**config.mk**
```make
export PLATFORM = sky130hd
export DESIGN_NAME = pc_fetch_stage_flat
export DESIGN_NICKNAME = d
export VERILOG_FILES = /design/src/rtl/pc_fetch_if.sv /design/src/rtl/pc_fetch_stage.sv /design/src/flat_wrapper.sv
export SDC_FILE = /design/constraint.sdc
export NUM_CORES = 1
export LEC_CHECK = 0
export BUFFER_PORTS_ARGS = -buffer_cell sky130_fd_sc_hd__buf_4
export CAP_MARGIN = 30
export CORE_MARGIN = 5
export CORE_UTILIZATION = 51
export DETAILED_ROUTE_END_ITERATION = 10
export GPL_TIMING_DRIVEN = 0
export PLACE_DENSITY = 0.8
export SYNTH_ARGS = -nofsm -noshare
export SYNTH_HDL_FRONTEND = slang
export SYNTH_SLANG_ARGS = --single-unit
```
**constraint.sdc**
```tcl
create_clock -name clk -period 9.6 [get_ports clk]
set_input_delay 1.92 -clock clk [delete_from_list [all_inputs] [get_ports clk]]
set_output_delay 1.92 -clock clk [all_outputs]
set_load 0.005 [all_outputs]
```
**src/rtl/pc_fetch_if.sv**
```systemverilog
// Fetch-stage bus: PC out to the incrementer and instruction memory, redirect/hazard controls in,
// and the IF/ID register contents out to decode.
interface pc_fetch_if;
    // if_valid marks a real instruction in IF/ID; stall freezes IF/ID, so decode may sample the same
    // valid instruction over several cycles, and flush or a redirect turns the slot into a bubble.
    logic [63:0] pc;
    logic [63:0] pc_plus4;
    logic        br_taken;
    logic [63:0] br_target;
    logic        stall;
    logic        flush;
    logic [31:0] instr_in;
    logic [63:0] if_pc;
    logic [31:0] if_instr;
    logic        if_valid;
    logic        redirect_pending;
    logic        misalign_err;

    modport master (
        input  pc, if_pc, if_instr, if_valid, redirect_pending, misalign_err,
        output pc_plus4, br_taken, br_target, stall, flush, instr_in
    );

    modport slave (
        output pc, if_pc, if_instr, if_valid, redirect_pending, misalign_err,
        input  pc_plus4, br_taken, br_target, stall, flush, instr_in
    );
endinterface

```
**src/rtl/pc_fetch_stage.sv**
```systemverilog
// LEGv8 fetch stage: PC register with branch/stall redirect logic and the IF/ID pipeline register.
// A redirect that arrives during a stall is parked in a pending register until the stall lifts.
module pc_fetch_stage #(
    parameter logic [63:0] RESET_PC = 64'h0,
    parameter int unsigned WARMUP   = 1
) (
    input  logic         clk,
    input  logic         reset,
    pc_fetch_if.slave    bus,
    output logic [1:0]   dbg_state
);

    typedef enum logic [1:0] {
        BOOT = 2'd0,
        RUN  = 2'd1,
        HOLD = 2'd2
    } state_e;

    localparam logic [3:0] WARMUP_LAST = 4'(WARMUP - 1);

    state_e      state_q, state_d;
    logic [3:0]  cnt_q, cnt_d;
    logic [63:0] pc_q, pc_d;
    logic [63:0] pend_q, pend_d;
    logic [63:0] if_pc_q, if_pc_d;
    logic [31:0] if_instr_q, if_instr_d;
    logic        if_valid_q, if_valid_d;
    logic        rp_q, rp_d;
    logic        mis_q, mis_d;
    logic [63:0] tgt_aligned;
    logic        tgt_misaligned;

    assign tgt_aligned    = {bus.br_target[63:2], 2'b00};
    assign tgt_misaligned = bus.br_taken && (bus.br_target[1:0] != 2'b00);

    always_comb begin
        state_d    = state_q;
        cnt_d      = cnt_q;
        pc_d       = pc_q;
        pend_d     = pend_q;
        if_pc_d    = if_pc_q;
        if_instr_d = if_instr_q;
        if_valid_d = if_valid_q;
        mis_d      = mis_q;

        case (state_q)
            BOOT: begin
                // Instruction memory needs WARMUP cycles before its first read data is usable.
                cnt_d = cnt_q + 4'd1;
                if (cnt_q == WARMUP_LAST) begin
                    state_d = RUN;
                end
            end

            RUN: begin
                if (tgt_misaligned) begin
                    mis_d = 1'b1;
                end
                if (bus.stall) begin
                    if (bus.br_taken) begin
                        pend_d  = tgt_aligned;
                        state_d = HOLD;
                    end
                    if (bus.flush) begin
                        if_valid_d = 1'b0;
                    end
                end else if (bus.br_taken) begin
                    pc_d       = tgt_aligned;
                    if_valid_d = 1'b0;
                end else begin
                    pc_d = bus.pc_plus4;
                    if (bus.flush) begin
                        if_valid_d = 1'b0;
                    end else begin
                        if_pc_d    = pc_q;
                        if_instr_d = bus.instr_in;
                        if_valid_d = 1'b1;
                    end
                end
            end

            HOLD: begin
                if (tgt_misaligned) begin
                    mis_d = 1'b1;
                end
                if (bus.stall) begin
                    // Newest redirect wins while the stall persists.
                    if (bus.br_taken) begin
                        pend_d = tgt_aligned;
                    end
                    if (bus.flush) begin
                        if_valid_d = 1'b0;
                    end
                end else begin
                    pc_d       = bus.br_taken ? tgt_aligned : pend_q;
                    if_valid_d = 1'b0;
                    state_d    = RUN;
                end
            end

            default: begin
                state_d = BOOT;
                cnt_d   = 4'd0;
            end
        endcase

        rp_d = (state_d == HOLD);
    end

    always_ff @(posedge clk or posedge reset) begin
        if (reset) begin
            state_q    <= BOOT;
            cnt_q      <= 4'd0;
            pc_q       <= RESET_PC;
            pend_q     <= 64'h0;
            if_pc_q    <= 64'h0;
            if_instr_q <= 32'h0;
            if_valid_q <= 1'b0;
            rp_q       <= 1'b0;
            mis_q      <= 1'b0;
        end else begin
            state_q    <= state_d;
            cnt_q      <= cnt_d;
            pc_q       <= pc_d;
            pend_q     <= pend_d;
            if_pc_q    <= if_pc_d;
            if_instr_q <= if_instr_d;
            if_valid_q <= if_valid_d;
            rp_q       <= rp_d;
            mis_q      <= mis_d;
        end
    end

    assign bus.pc               = pc_q;
    assign bus.if_pc            = if_pc_q;
    assign bus.if_instr         = if_instr_q;
    assign bus.if_valid         = if_valid_q;
    assign bus.redirect_pending = rp_q;
    assign bus.misalign_err     = mis_q;
    assign dbg_state            = state_q;

endmodule

```
**src/flat_wrapper.sv**
```systemverilog
// flat-port wrapper written by rule: the top's interface ports become plain ports
module pc_fetch_stage_flat 
#(
    parameter logic [63:0] RESET_PC = 64'h0,
    parameter int unsigned WARMUP   = 1
)
  (clk, reset, dbg_state, bus_pc, bus_if_pc, bus_if_instr, bus_if_valid, bus_redirect_pending, bus_misalign_err, bus_pc_plus4, bus_br_taken, bus_br_target, bus_stall, bus_flush, bus_instr_in);
  pc_fetch_if bus_i ();
  input  logic clk;
  input  logic reset;
  output logic [1:0] dbg_state;
  output wire logic [$bits(bus_i.pc)-1:0] bus_pc;
  output wire logic [$bits(bus_i.if_pc)-1:0] bus_if_pc;
  output wire logic [$bits(bus_i.if_instr)-1:0] bus_if_instr;
  output wire logic [$bits(bus_i.if_valid)-1:0] bus_if_valid;
  output wire logic [$bits(bus_i.redirect_pending)-1:0] bus_redirect_pending;
  output wire logic [$bits(bus_i.misalign_err)-1:0] bus_misalign_err;
  input wire logic [$bits(bus_i.pc_plus4)-1:0] bus_pc_plus4;
  input wire logic [$bits(bus_i.br_taken)-1:0] bus_br_taken;
  input wire logic [$bits(bus_i.br_target)-1:0] bus_br_target;
  input wire logic [$bits(bus_i.stall)-1:0] bus_stall;
  input wire logic [$bits(bus_i.flush)-1:0] bus_flush;
  input wire logic [$bits(bus_i.instr_in)-1:0] bus_instr_in;
  assign bus_pc = bus_i.pc;
  assign bus_if_pc = bus_i.if_pc;
  assign bus_if_instr = bus_i.if_instr;
  assign bus_if_valid = bus_i.if_valid;
  assign bus_redirect_pending = bus_i.redirect_pending;
  assign bus_misalign_err = bus_i.misalign_err;
  assign bus_i.pc_plus4 = bus_pc_plus4;
  assign bus_i.br_taken = bus_br_taken;
  assign bus_i.br_target = bus_br_target;
  assign bus_i.stall = bus_stall;
  assign bus_i.flush = bus_flush;
  assign bus_i.instr_in = bus_instr_in;
  pc_fetch_stage #(.RESET_PC(RESET_PC), .WARMUP(WARMUP)) u_core (.clk(clk), .reset(reset), .bus(bus_i), .dbg_state(dbg_state));
endmodule
```
# After elaboration in Yosys (flattened, before gate mapping)

Cells that the tools add are included.

Add/sub/neg operators: 1
Eq/ne operators: 5
Multiplexer cells: 17
Bitwise gates (word level): 3
Reductions and logical operators: 10

Operator list:

| cell                  | count |
|---|---|
| $mux W64              | 4 |
| $pmux W64 S2          | 1 |
| $mux W2               | 4 |
| $pmux W4 S2           | 1 |
| $pmux W2 S3           | 1 |
| $mux W1               | 5 |
| $add A4 B1 Y4 const B | 1 |
| $eq A2 B2 Y1 const B  | 2 |
| $logic_not A4 Y1      | 1 |
| $ne A2 B2 Y1 const B  | 2 |
| $reduce_and A2 Y1     | 2 |
| $reduce_and A4 Y1     | 1 |
| $reduce_bool A2 Y1    | 2 |
| $not A1 Y1            | 3 |
| $reduce_and A3 Y1     | 1 |
| $eq A2 B1 Y1 const B  | 1 |
| $logic_not A2 Y1      | 1 |
| $pmux W1 S2           | 1 |
| $reduce_or A2 Y1      | 1 |
| $logic_and A1 B1 Y1   | 1 |

Flip-flop bits (word level): 233

# Longest topological paths before layout

Gate-level depths: netlist of the first run.

Depth in word-level cells: 4
Depth in mapped cells: 8
Gate-level depth less buffers: 5

# Worst setup path before layout of the first run

No wires, ideal clock.

Kind: input -> register
Start point: input bus_stall
End point: register u_core.if_pc_q[10] (netlist: u_core.bus.if_pc[10])
Arrival: 3142 ps
Required time: 9475 ps
Setup slack: 6333 ps
Cell stages on the path: 7
Cells stage by stage: buf_2 nor3_1 and2_1 buf_2 buf_6 buf_6 mux2_2

Longest elaborated chain between the ends: 2

Ends and longest elaborated chain:

| element                            | line                  | source |
|---|---|---|
| start, declared                    | flat_wrapper.sv:21    | `input wire logic [$bits(bus_i.stall)-1:0] bus_stall;` |
| $not A1 Y1 (no source line)        | --                    |  |
| $reduce_and A4 Y1 (no source line) | --                    |  |
| end signal, assigned               | pc_fetch_stage.sv:126 | `if_pc_q <= if_pc_d;` |
| end, declared                      | pc_fetch_stage.sv:25  | `logic [63:0] if_pc_q, if_pc_d;` |

Every way passes these cells.
A chain may end at the register's enable or synchronous reset.

# Final worst setup path of the first run

Start point: input bus_stall
End point: register u_core.if_pc_q[14] (netlist: u_core.bus.if_pc[14])

Same word-level chain as after synthesis.

==> qor.yml, run 1 <==
outcome:
  status: "completed"
cts:
  cts_root_buffer: "clkbuf_16"
  hold_buffers: 0
  cts_made_buffers: 25
  clk-insertion-delay-late_ps: 510
  clock-sinks: 233
  cts_tree: "built"
  path_clk_slew_ps: 60
  postCtsSetupBuffers: 0
  clock_path_buffers: 3
  cts_resized: 0
  htreeDepth: 1
floorplanning:
  coreArea_um2: 20200
  die_width_um: 153
  die-area_um2: 23400
  io_pins: 330
  rows: 52
  start_util_pct: 51.6
  die_h_um: 153
sta:
  hold_violations: 0
  fmax_mhz: 327
  rsz0062_at_grt: "no"
  holdWs_ps: 478
  period_share_pct: 31.8
  slew_headroom_pct: 66.0
  final.min_clock_period_ps: 3060
  setup_viol: 0
  slew_violations: 0
  skew_ps: 11.4
  setup_tns_ps: 0
  worst_pin_slew_ps: 510
global_routing:
  grt_pass1_wl_mm: 43.7
  overflow: 0
  grt_use_total_pct: 23.1
  grt_max_degree: 98
  antenna_found_initial: 1
  grt_pass1_vias: 7800
critical_path:
  cp.required_ps: 9980
  worstSetupStartpointType: "input port"
  critPathSlowestCell: "mux2_2"
  crit_type: "input port to flop"
  worst_path_largest_cell_delay_ps: 350
  worst_setup_path_end_kind: "flop"
  crit_chain: "buf_2 > nor3_1 > and2_1 > buf_2 > buf_6 > buf_6 > mux2_2"
  cp_max_fo: 10
  cp.arrival_ps: 3440
  ff2ff_path_depth: 6
route:
  vias: 7260
  drt_iter0_drc: 299
  wl_met1_mm: 10.9
  wl_per_cell_um: 19.6
  wirelength_mm: 27.4
  top_layer: "met4"
  ant_nets: 0
  drt-vias-per-instance: 5.21
  met2_length_mm: 13.5
  remaining_drc_errors: 0
  wl_met3_mm: 1.88
  firstDrtPassIters: 4
synthesis:
  yosys.area_share.simple_pct: 3.34
  synth_top_area_share_pct: 56.1
  synth_cells: 747
  ys_ff_latch: 233
  post_synth_fa_ha_maj_area_fraction_pct: 0.842
  synth_xor_xnor_area_share_pct: 0
  synth_cell_types: 31
  synthTopCellsByArea: "dfrtp_1 (56%), mux2_2 (18%), mux2_4 (8.4%)"
  synth-compound-area-share_pct: 4.27
  synth_nets: 919
  yosysWarnings: 0
  yosysSeqAreaShare_pct: 56.1
  synth.area.mux_share_pct: 32.3
  synth_top_family_by_area: "multiplexers"
  synth_area_um2: 10400
  avgSynthCellArea_um2: 13.9
  synth_top_cell_by_area: "dfrtp_1"
placed_design:
  portBuffers: 328
  place.gp.congestion: 0.874
  placed_cell_area_um2: 13300
  post-dp-hpwl_mm: 20.5
power:
  max-vdd-ir-drop_v: 0.000198
  p_per_area_nw_per_um2: 312
  p_leak_nw: 6.74
  p_total_mw: 4.39
job:
  drv_cap: 0
layout:
  fill_cells: 1467
  area_growth_pct: 35.3
  fin_area_um2: 14100
  final_nets: 1276
  drive_gt1_share_pct: 56.3
  fin_util_pct: 69.8
min_path:
  worstHoldPathType: "flop to flop"
  hold_path_depth: 1
==> Yosys cell counts, drive strengths merged <==
library cell and instances:
nor2 3, o31ai 2, o211ai 1, or2 1, nand3 3, a31oi 2
ha 7, o21a 1, a32o 1, a21oi 2, mux2i 65, nor3 2
or3b 1, dfrtp 233, mux2 221, inv 7, and2 3, nor2b 2
a221oi 1, nand2 66, nand2b 1, buf 36, o21ai 68, o211a 1
nand4 1, a211oi 3, clkbuf 13
==> layout by cell type, fill, tap and decap left out, types with 2 or more instances in the layout <==
| master | instances |
|---|---|
| and2_1 | 3 |
| mux2_2 | 163 |
| buf_16 | 2 |
| nand2_1 | 66 |
| mux2i_1 | 65 |
| nor3_1 | 2 |
| buf_6 | 12 |
| inv_1 | 6 |
| nand3_1 | 2 |
| ha_1 | 7 |
| dfrtp_1 | 233 |
| nor2b_1 | 2 |
| a31oi_1 | 2 |
| buf_4 | 330 |
| clkinv_4 | 2 |
| mux2_4 | 58 |
| clkinv_2 | 5 |
| clkbuf_1 | 16 |
| a211oi_1 | 3 |
| nor2_1 | 3 |
| o21ai_0 | 68 |
| clkbuf_8 | 5 |
| o31ai_1 | 2 |
| buf_2 | 22 |
| clkbuf_16 | 25 |
| clkinvlp_4 | 4 |
| a21oi_1 | 2 |
==> metal layers <==
layer / global-route usage (%) / vias to the layer above
met4: 8.27 / 0
met5: 0 / -
li1: - / 3363
met2: 39.1 / 259
met3: 5.88 / 61
met1: 28.9 / 3577
==> stage by stage <==
step | cells | worst slack [ps]
floorplan | 747 | 1290
global placement | 1345 | -1360
detailed placement | 1347 | 6000
CTS | 1392 | 6530
global route | 1393 | 6450
finish | 1393 | 6540
==> sequential cells by signal, summed over array words and instances, names as in the netlist <==
signal	flops
u_core.bus.if_instr	32
u_core.bus.if_pc	64
u_core.bus.redirect_pending	1
u_core.dbg_state	2
u_core.cnt_q	4
u_core.bus.if_valid	1
u_core.bus.misalign_err	1
u_core.bus.pc	64
u_core.pend_q	64
==> cells by family (layout without fill, tap and decap cells) <==
kind of cell	count (synthesis)	after routing
adder cells (fa/ha/maj)	7	7
buffers and inverters	56	431
other	0	1
AO/OA/AOI/OAI	82	82
flip-flops	233	233
AND/OR/NAND/NOR	83	83
multiplexers	286	286
==> layout make-up <==
type                    count  area, um^2  area share (%)
repair buffers            330        2520            17.9
clock buffers              33         706            5.01
inverters                   7        33.8           0.240
multi-input cells         458        4240            30.1
clock inverters            12         103           0.729
plain buffers              49         309            2.20
well taps                 270         338            2.40
diodes                      1        2.50          0.0178
flip-flops and latches    233        5830            41.4
==> path summary, 6_finish.rpt <==
kind,slack [ps],start,endpoint
setup / recovery,6540,bus_stall,u_core.bus.if_pc[14]
hold / removal,480,u_core.bus.misalign_err,u_core.bus.misalign_err
setup reg to reg,7230,u_core.dbg_state[0],u_core.pend_q[6]
hold reg to reg,480,u_core.bus.misalign_err,u_core.bus.misalign_err
max in group asynchronous,7320,reset,u_core.bus.if_pc[34]
min in group asynchronous,1450,reset,u_core.pend_q[15]
==> report_power, final <==
part | switching (mW) | internal (mW)
sequential | 0.310 | 1.46
clock | 0.385 | 0.545
combinational | 0.595 | 1.09
total | 1.29 | 3.10
==> critical path, delay by kind of cell <==
kind          cells  cell delay, ps
buf+inv           4             760
simple gates      2             400
mux               1             350
(Power assumes the default switching activity.)
==> inputs of run 2 (changes only) <==
--- a/config.mk
+++ b/config.mk
@@ -5,13 +5,14 @@
 export SDC_FILE = /design/constraint.sdc
 export NUM_CORES = 1
 export LEC_CHECK = 0
+export ABC_AREA = 1
 export BUFFER_PORTS_ARGS = -buffer_cell sky130_fd_sc_hd__buf_4
 export CAP_MARGIN = 30
 export CORE_MARGIN = 5
-export CORE_UTILIZATION = 51
+export CORE_UTILIZATION = 47
 export DETAILED_ROUTE_END_ITERATION = 10
 export GPL_TIMING_DRIVEN = 0
-export PLACE_DENSITY = 0.8
+export PLACE_DENSITY = 0.77
 export SYNTH_ARGS = -nofsm -noshare
 export SYNTH_HDL_FRONTEND = slang
 export SYNTH_SLANG_ARGS = --single-unit
==> constraint.sdc (replaced) <==
create_clock -name clk -period 2.7 [get_ports clk]
set_input_delay 0.54 -clock clk [delete_from_list [all_inputs] [get_ports clk]]
set_output_delay 0.54 -clock clk [all_outputs]
set_load 0.005 [all_outputs]
==> run 2 against run 1 <==
- critical path depth fell by 2
- synthesized cell count is 92% higher
- count of clock-buffer cells in the layout grew 4
- worst hold slack lost 250 ps
- design area increased by 4.9%
==> qor.yml, run 2 <==
outcome:
  status: "completed"
synthesis:
  synth_edf_count: 0  # unchanged
  synth_cell_types: 24  # -23%
  synth_top_area_share_pct: 53.7  # -2.4 points
  synth_cells: 1432  # +92%
  synth_commonest_cells: "nand2_1 (607), inv_1 (237), dfrtp_1 (233), o21ai_0 (153), nand3_1 (65)"
  ys_ff_latch: 233  # unchanged
  avgSynthCellArea_um2: 7.58  # -46%
  async_reset_ff_share_pct: 100  # unchanged
  synth_area_um2: 10900  # +4.4%
  synth_nets: 1604  # +75%
  yosysSeqAreaShare_pct: 53.7  # -2.4 points
  synth_top_cell_by_area: "dfrtp_1"
  synthTopCellsByArea: "dfrtp_1 (54%), nand2_1 (21%), inv_1 (8.2%)"
  synth.most_common_cell: "nand2_1"
  synth-main-ff-cell: "dfrtp_1"
  yosysWarnings: 0  # unchanged
placed_design:
  post-dp-hpwl_mm: 26.0  # +27%
  portBuffers: 327  # -0.30%
  place.gp.congestion: 0.841  # -3.9%
  dp_slack_ps: 450  # -5550 ps
  placed_cell_area_um2: 13800  # +4.0%
sta:
  slew_violations: 0  # unchanged
  timing.final.ws_setup_ps: 459  # -6080 ps
  hold_violations: 0  # unchanged
  worst_pin_slew_ps: 734  # +225 ps
  setup_viol: 0  # unchanged
  final.min_clock_period_ps: 2240
  fmax_mhz: 446
  period_share_pct: 83.0
  holdWs_ps: 229  # -249 ps
  skew_ps: 15.1  # +3.67 ps
  setup_tns_ps: 0  # unchanged
  rsz0062_at_grt: "no"
  slew_headroom_pct: 51.0  # -15 points
global_routing:
  grt_max_degree: 42  # -57%
  grt_pass1_vias: 10354  # +33%
  overflow: 0  # unchanged
  grt_pass1_wl_mm: 55.0  # +26%
  antenna_found_initial: 1  # unchanged
  grt_use_total_pct: 25.9  # +2.8 points
cts:
  clk-insertion-delay-late_ps: 530  # +20 ps
  cts_resized: 0  # unchanged
  postCtsSetupBuffers: 0  # unchanged
  cts_made_buffers: 27  # +8.0%
  clock-sinks: 233  # unchanged
  cts_root_buffer: "clkbuf_16"
  htreeDepth: 1  # unchanged
  clock_path_buffers: 3  # unchanged
  hold_buffers: 1  # +1
  cts_tree: "built"
  path_clk_slew_ps: 60  # about the same
floorplanning:
  io_pins: 330  # unchanged
  die_h_um: 162  # +6.0%
  start_util_pct: 47.8  # -3.7 points
  die-area_um2: 26300  # +12%
  coreArea_um2: 22700  # +13%
  rows: 55  # +5.8%
  die_width_um: 162  # +6.0%
layout:
  drive_gt1_share_pct: 24.3  # -32 points
  fin_area_um2: 14800  # +4.9%
  layout_commonest_cell: "nand2_1"
  area_growth_pct: 36.0
  final_cell_mix: "nand2_1 (607), buf_4 (335), inv_1 (236), dfrtp_1 (233), o21ai_0 (153)"
  fill_cells: 1959  # +34%
  final_nets: 1967  # +54%
critical_path:
  cp.arrival_ps: 2600  # -840 ps
  worstSetupStartpointType: "flop"
  worst_setup_path_end_kind: "flop"
  cp.required_ps: 3060  # -6920 ps
  crit_type: "flop to flop"
  ff2ff_path_depth: 5  # -1
  cp_max_fo: 10  # unchanged
job:
  drv_cap: 0  # unchanged
power:
  p_per_area_nw_per_um2: 1120  # +260%
  p_leak_nw: 8.43  # +25%
  max-vdd-ir-drop_v: 0.000688  # +250%
  p_total_mw: 16.5  # +280%
route:
  firstDrtPassIters: 5  # +1
  ant_nets: 0  # unchanged
  wl_per_cell_um: 16.7  # -15%
  wirelength_mm: 35.1  # +28%
  drt-vias-per-instance: 4.97  # -4.6%
  remaining_drc_errors: 0  # unchanged
  drt_iter0_drc: 788  # +160%
  vias: 10448  # +44%
min_path:
  hold_path_depth: 3  # +2
  worstHoldPathType: "input port to flop"
-- run 2: cell types whose count changed after synthesis, sizes merged, moves of 10 or more --
cell and change:
clkbuf +12, buf +16, nor2 +16, inv +233, nand2 +541, o21ai +92
a21oi +10, mux2 -221, mux2i -65, nand3 +64
-- run 2: per-stage QoR --
step	utilization [%]	cells
2_1_floorplan	-	1432
3_3_place_gp	60.2	2044
3_5_place_dp	60.8	2050
4_1_cts	65.0	2101
5_1_grt	65.0	2102
6_report	65.0	2102
-- run 2: path summary, 6_finish.rpt --
check                                     from                endpoint  slack [ps]
setup / recovery           u_core.dbg_state[0]  u_core.bus.if_instr[1]         460
hold / removal               bus_br_target[28]       u_core.pend_q[28]         230
setup reg to reg           u_core.dbg_state[0]  u_core.bus.if_instr[1]         460
hold reg to reg               u_core.pend_q[1]        u_core.pend_q[1]         480
max in group asynchronous                reset         u_core.cnt_q[0]        1380
min in group asynchronous                reset  u_core.bus.if_instr[3]         540
-- run 2: logic make-up after synthesis --
| logic type | Yosys count | share of synthesized area (%) |
|---|---|---|
| simple gates | 701 | 25.3 |
| buf+inv | 317 | 12.1 |
| flops | 233 | 53.7 |
| compound gates | 174 | 8.09 |
| fa+ha+maj | 7 | 0.806 |
-- run 2: metal layers --
layer | GRT usage, % | vias up | wire length [um]
li1 | - | 5016 | -
met1 | 33.9 | 4940 | 14400
met2 | 44.4 | 411 | 17100
met3 | 3.50 | 81 | 2210
met4 | 9.11 | 0 | 1330
met5 | 0 | - | 0
-- run 2: area by class of cell --
cell class / instances / area, um^2 / share of cell area [%]
Sequential cell: 233 / 5830 / 39.5
Antenna cell: 1 / 2.50 / 0.0169
Timing Repair Buffer: 334 / 2580 / 17.5
Clock inverter: 13 / 219 / 1.48
Clock buffer: 37 / 743 / 5.03
Inverter: 240 / 905 / 6.12
Buffer: 77 / 412 / 2.79
Multi-Input combinational cell: 882 / 3720 / 25.2
Tap cell: 285 / 357 / 2.41
-- run 2: report_power, final --
part           leakage, nW  switching [mW]  internal [mW]
Clock                0.475            1.44           2.49
Combinational         5.04            3.51           2.92
Sequential            2.92            1.02           5.14
-- run 2: critical path: stages, from the launching register on --
cell	delay [ps]
dfrtp_1	460
ha_1	300
nand3_2	160
buf_2	380
clkbuf_1	610
o21ai_0	180
